`src/rtl/pc_fetch_unit.sv`:
```
// pc_fetch_unit: program counter and instruction-fetch stage.
// Holds the PC and issues single-outstanding requests to instruction memory.
// It captures each response into the IF/ID register. Branch and jump redirects
// are taken from the EX and ID stages.
module pc_fetch_unit #(
    parameter logic [31:0] RESET_VECTOR = 32'h0000_0000,
    parameter logic [31:0] NOP_INSTR    = 32'h0000_0013
) (
    input  logic        clk,
    input  logic        reset,
    input  logic        stall,
    input  logic        branch_taken,
    input  logic [31:0] branch_pc,
    input  logic        jump_taken,
    input  logic [31:0] jump_pc,
    output logic        imem_req,
    output logic [31:0] imem_addr,
    input  logic        imem_ready,
    input  logic [31:0] imem_rdata,
    output logic [31:0] pc,
    output logic [31:0] if_id_pc,
    output logic [31:0] if_id_instr,
    output logic        if_id_valid,
    output logic        misaligned_fault
);

    localparam logic [2:0] S_IDLE  = 3'd0;
    localparam logic [2:0] S_FETCH = 3'd1;
    localparam logic [2:0] S_HOLD  = 3'd2;
    localparam logic [2:0] S_DRAIN = 3'd3;
    localparam logic [2:0] S_FAULT = 3'd4;

    logic [2:0]  r_state;
    logic [31:0] r_pc;
    logic [31:0] r_tgt;        // redirect target parked while DRAIN waits
    logic [31:0] r_hold_pc;
    logic [31:0] r_hold_instr;
    logic [31:0] r_if_pc;
    logic [31:0] r_if_instr;
    logic        r_if_valid;
    logic        r_fault;

    logic        w_redirect;
    logic [31:0] w_target;
    logic        w_misaligned;
    logic [31:0] w_pc_inc;

    logic [2:0]  w_state_n;
    logic [31:0] w_pc_n;
    logic [31:0] w_tgt_n;
    logic [31:0] w_hold_pc_n;
    logic [31:0] w_hold_instr_n;
    logic [31:0] w_if_pc_n;
    logic [31:0] w_if_instr_n;
    logic        w_if_valid_n;
    logic        w_fault_n;

    // Branch comes from the older instruction, so it wins over a jump.
    assign w_redirect   = branch_taken | jump_taken;
    assign w_target     = branch_taken ? branch_pc : jump_pc;
    assign w_misaligned = |w_target[1:0];
    assign w_pc_inc     = r_pc + 32'd4;

    // The request address is always r_pc. In DRAIN, r_pc still holds the old address.
    assign imem_req         = (r_state == S_FETCH) || (r_state == S_DRAIN);
    assign imem_addr        = r_pc;
    assign pc               = r_pc;
    assign if_id_pc         = r_if_pc;
    assign if_id_instr      = r_if_instr;
    assign if_id_valid      = r_if_valid;
    assign misaligned_fault = r_fault;

    // Next-state logic: a redirect overrides stall and flushes IF/ID.
    always_comb begin
        w_state_n      = r_state;
        w_pc_n         = r_pc;
        w_tgt_n        = r_tgt;
        w_hold_pc_n    = r_hold_pc;
        w_hold_instr_n = r_hold_instr;
        w_if_pc_n      = r_if_pc;
        w_if_instr_n   = r_if_instr;
        w_if_valid_n   = r_if_valid;
        w_fault_n      = r_fault;

        if (r_state != S_FAULT && w_redirect) begin
            w_if_valid_n = 1'b0;
            w_if_instr_n = NOP_INSTR;
            if (w_misaligned) begin
                w_state_n = S_FAULT;
                w_fault_n = 1'b1;
            end else if ((r_state == S_FETCH || r_state == S_DRAIN) && !imem_ready) begin
                // A response is still owed to the old address, so let it arrive and drop it.
                w_state_n = S_DRAIN;
                w_tgt_n   = w_target;
            end else begin
                w_pc_n    = w_target;
                w_state_n = S_FETCH;
            end
        end else begin
            case (r_state)
                S_IDLE: w_state_n = S_FETCH;
                S_FETCH: begin
                    if (imem_ready) begin
                        if (!stall) begin
                            w_if_pc_n    = r_pc;
                            w_if_instr_n = imem_rdata;
                            w_if_valid_n = 1'b1;
                            w_pc_n       = w_pc_inc;
                        end else begin
                            w_hold_pc_n    = r_pc;
                            w_hold_instr_n = imem_rdata;
                            w_state_n      = S_HOLD;
                        end
                    end
                end
                S_HOLD: begin
                    if (!stall) begin
                        w_if_pc_n    = r_hold_pc;
                        w_if_instr_n = r_hold_instr;
                        w_if_valid_n = 1'b1;
                        w_pc_n       = w_pc_inc;
                        w_state_n    = S_FETCH;
                    end
                end
                S_DRAIN: begin
                    if (imem_ready) begin
                        w_pc_n    = r_tgt;
                        w_state_n = S_FETCH;
                    end
                end
                S_FAULT: begin
                    w_if_valid_n = 1'b0;
                    w_fault_n    = 1'b1;
                end
                default: w_state_n = S_IDLE;
            endcase
        end
    end

    // State and pipeline registers, asynchronously reset.
    always_ff @(posedge clk or posedge reset) begin
        if (reset) begin
            r_state      <= S_IDLE;
            r_pc         <= RESET_VECTOR;
            r_tgt        <= RESET_VECTOR;
            r_hold_pc    <= 32'd0;
            r_hold_instr <= NOP_INSTR;
            r_if_pc      <= 32'd0;
            r_if_instr   <= NOP_INSTR;
            r_if_valid   <= 1'b0;
            r_fault      <= 1'b0;
        end else begin
            r_state      <= w_state_n;
            r_pc         <= w_pc_n;
            r_tgt        <= w_tgt_n;
            r_hold_pc    <= w_hold_pc_n;
            r_hold_instr <= w_hold_instr_n;
            r_if_pc      <= w_if_pc_n;
            r_if_instr   <= w_if_instr_n;
            r_if_valid   <= w_if_valid_n;
            r_fault      <= w_fault_n;
        end
    end

endmodule
```
`config.mk`:
```
export PLATFORM = sky130hd
export DESIGN_NAME = pc_fetch_unit
export DESIGN_NICKNAME = d
export VERILOG_FILES = /design/src/rtl/pc_fetch_unit.sv
export SDC_FILE = /design/constraint.sdc
export NUM_CORES = 1
export LEC_CHECK = 0
export ABC_CLOCK_PERIOD_IN_PS = 6500
export CAP_MARGIN = 20
export CORE_MARGIN = 4
export CORE_UTILIZATION = 30
export CTS_CLUSTER_SIZE = 14
export DETAILED_ROUTE_END_ITERATION = 6
export GPL_TIMING_DRIVEN = 0
export PLACE_DENSITY_LB_ADDON = 0.2
export SLEW_MARGIN = 0
export SYNTH_ARGS = -nofsm -noshare
export SYNTH_HDL_FRONTEND = slang
export SYNTH_SLANG_ARGS = --single-unit
```
`constraint.sdc`:
```
create_clock -name clk -period 6.5 [get_ports clk]
set_input_delay 0.65 -clock clk [delete_from_list [all_inputs] [get_ports clk]]
set_output_delay 0.65 -clock clk [all_outputs]
set_load 0.005 [all_outputs]
```
==> flow_summary.yaml <==
worst_setup_path:
  critPathLaunchType: "input pin"
  required_ns: 6.81
  path_class: "in -> reg"
  critPathMaxFanout: 10
  critical_path.endpoint_type: "flop"
  crit_arrival_ns: 3.22
cts:
  clk_pin_slew_worst_paths_ns: 0.08
  h-tree-depth: 4
  clk_latency_ns: 0.44
  cts_resized: 0
  cts-root-buf: "clkbuf_16"
  cts_setup_buffers: 0
  clock_path_buffers: 2
  ctsHoldBuffers: 0
  cts_tree: "done"
  numCtsBuffers: 17
  clock_sink_count: 197
power_and_ir_drop:
  finalPower_w: 0.00516
  power_leakage_nw: 5.54
  peakVddDrop_mv: 0.185
  power_density_nw_per_um2: 388
synthesis:
  synth_edf_count: 0
  async_flop_share: 1.00
  synth_seq_cells: 197
  seq_area_frac_synth: 0.505
  synth-main-ff-cell: "dfrtp_1"
  yosysUniqueCellTypes: 63
  synthCells: 905
  synth_area_sq_um: 9780
  syn-num-nets: 1008
  ys_warn_count: 0
  avgSynthCellArea_sq_um: 10.8
timing:
  relSlewSlack: 0.336
  finalClockSkew_ns: 0.0162
  rsz0062_at_grt: "false"
  holdWs_ns: 0.471
  fin_crit_ns: 2.91
  max_freq_mhz: 344
  finalSetupTns_ns: 0
  worst_pin_slew_ns: 0.990
  finalSetupViolations: 0
  finalHoldViolCount: 0
  drv_slew: 0
  period_share: 0.447
layout:
  diodes: 0
  area_growth_pct: 35.7
  fill_cells: 3214
  final_core_util: 0.417
  nNetsFinal: 1261
  final_cells: 1606
  layout-drive-gt1-share: 0.168
floorplan:
  dieArea_sq_um: 35600
  design.core.area_sq_um: 31900
  io_pins: 233
  die_h_microns: 189
  fp-row-count: 65
  die_x_microns: 189
  initial_utilization: 0.307
placed_design:
  gp_congestion: 0.906
  port_buffers: 232
  hpwl_microns: 22400
  dp_cells: 1574
detailed_routing:
  drc: 0
  routed_via_density: 4.99
  drt_wl_total_microns: 30100
  first_iter_violations: 440
  vias: 8020
  wl_per_cell_microns: 18.8
  ant_nets: 0
  drt_first_pass_iters: 5
grt:
  met3_usage: 0.0389
  grt_use_met1: 0.232
  grt_pass1_vias: 8139
  grt_overflow: 0
  grt_first_pass_wirelength_microns: 46900
  busiest_layer: "met2"
  antenna_found_initial: 0
  use_met2: 0.266
  grt_max_degree: 113
  grt_usage: 0.167
status:
  status: "finished clean"
min_path:
  min_path_type: "reg -> reg"
job:
  cap_violations: 0
-- Yosys cell counts, drive strengths merged, types with 3 or more instances --
cell type / number / area share
a211oi: 6 / 0.0046
a21o: 4 / 0.0031
a21oi: 30 / 0.015
a22oi: 3 / 0.0023
a2bb2oi: 17 / 0.015
a311oi: 4 / 0.0042
a31oi: 6 / 0.0038
and2: 6 / 0.0038
and3: 5 / 0.0032
buf: 73 / 0.047
clkbuf: 25 / 0.0096
dfrtp: 191 / 0.49
dfstp: 6 / 0.016
inv: 8 / 0.0031
mux2: 72 / 0.083
mux2i: 93 / 0.095
nand2: 126 / 0.048
nand3: 17 / 0.0087
nand4: 7 / 0.0060
nor2: 16 / 0.0061
nor2b: 3 / 0.0019
nor3: 4 / 0.0026
o211ai: 4 / 0.0031
o21a: 3 / 0.0023
o21ai: 79 / 0.042
o221ai: 16 / 0.014
o22a: 6 / 0.0054
o22ai: 5 / 0.0032
o2bb2ai: 6 / 0.0054
o31ai: 32 / 0.025
or2: 4 / 0.0026
or4: 4 / 0.0038
-- critical path, cell delays in order --
cell	delay [ns]
clkdlybuf4s50_1	0.49
or2_1	0.25
buf_2	0.19
nor3_2	0.82
buf_2	0.44
mux2_2	0.37
-- state kept, by name, summed over array words and instances, names as in the netlist --
signal            cells
r_tgt                32
if_id_pc             32
if_id_valid           1
misaligned_fault      1
imem_addr            32
r_state               3
r_hold_instr         32
r_hold_pc            32
if_id_instr          32
-- cells in the final DEF, fill, tap and decap left out, types with 4 or more instances in the layout --
cell,netlist,routed
a211oi_1,6,6
a21o_1,4,4
a21oi_1,30,30
a2bb2oi_1,17,17
a31oi_1,6,6
and2_1,5,5
and3_1,5,5
buf_2,35,35
buf_4,33,34
clkbuf_1,25,26
clkbuf_16,0,17
clkdlybuf4s50_1,0,232
clkinv_8,0,4
dfrtp_1,191,191
dfstp_2,6,6
inv_1,8,7
inv_6,0,5
mux2_2,72,72
mux2i_1,93,93
nand2_1,126,126
nand3_1,17,17
nand4_1,6,6
nor2_1,16,16
o211ai_1,4,4
o21ai_0,78,78
o221ai_1,16,16
o22a_1,6,6
o22ai_1,5,5
o2bb2ai_1,6,6
o31ai_1,32,32
-- kinds of logic (layout without fill, tap and decap cells) --
logic type      count (synthesis)  after routing  share of synthesized area
fa+ha+maj                       1              1                    0.00128
compound gates                231            231                      0.158
flops                         197            197                      0.505
buf+inv                       106            372                     0.0601
simple gates                  205            205                     0.0976
mux                           165            165                      0.178
-- through the flow --
step / setup WS [ns] / area [sq um]
global placement: -2.58 / 12600
CTS: 3.49 / 13300
finish: 3.59 / 13300
global route: 3.39 / 13300
detailed placement: 3.02 / 12700
floorplan: 0.491 / 9780
-- power by group --
part           total, W  leakage (nW)  switching [W]  internal, W
Clock           0.00106         0.285       0.000543     0.000518
Sequential      0.00203          2.58       0.000386      0.00164
Combinational   0.00206          2.68       0.000889      0.00118
-- layout make-up --
| class | count | area, sq um | share of cell area |
|---|---|---|---|
| buffer | 98 | 558 | 0.0420 |
| clock buffer | 18 | 429 | 0.0323 |
| clock inverter | 14 | 158 | 0.0119 |
| inverter | 8 | 37.5 | 0.00283 |
| multi-input combinational | 602 | 4260 | 0.321 |
| sequential | 197 | 4940 | 0.372 |
| tap | 435 | 544 | 0.0410 |
| timing repair buffer | 234 | 2360 | 0.178 |
-- final timing paths --
| check | startpoint | endpoint | slack [ns] | cells after the start |
|---|---|---|---|---|
| max in group asynchronous | reset | r_hold_instr[1] | 4.79 | 3 |
| hold reg to reg | misaligned_fault | misaligned_fault | 0.47 | 1 |
| setup reg to reg | r_state[1] | imem_addr[30] | 4.04 | 6 |
| setup / recovery | jump_taken | r_hold_pc[8] | 3.59 | 6 |
| hold / removal | misaligned_fault | misaligned_fault | 0.47 | 1 |
| min in group asynchronous | reset | if_id_instr[7] | 0.79 | 2 |
-- per-layer routing --
metal / up-vias / part of all wire
met5: - / 0
met4: 0 / 0.014
met1: 3946 / 0.47
met3: 30 / 0.057
li1: 3773 / -
met2: 271 / 0.46
(Power assumes the default switching activity.)
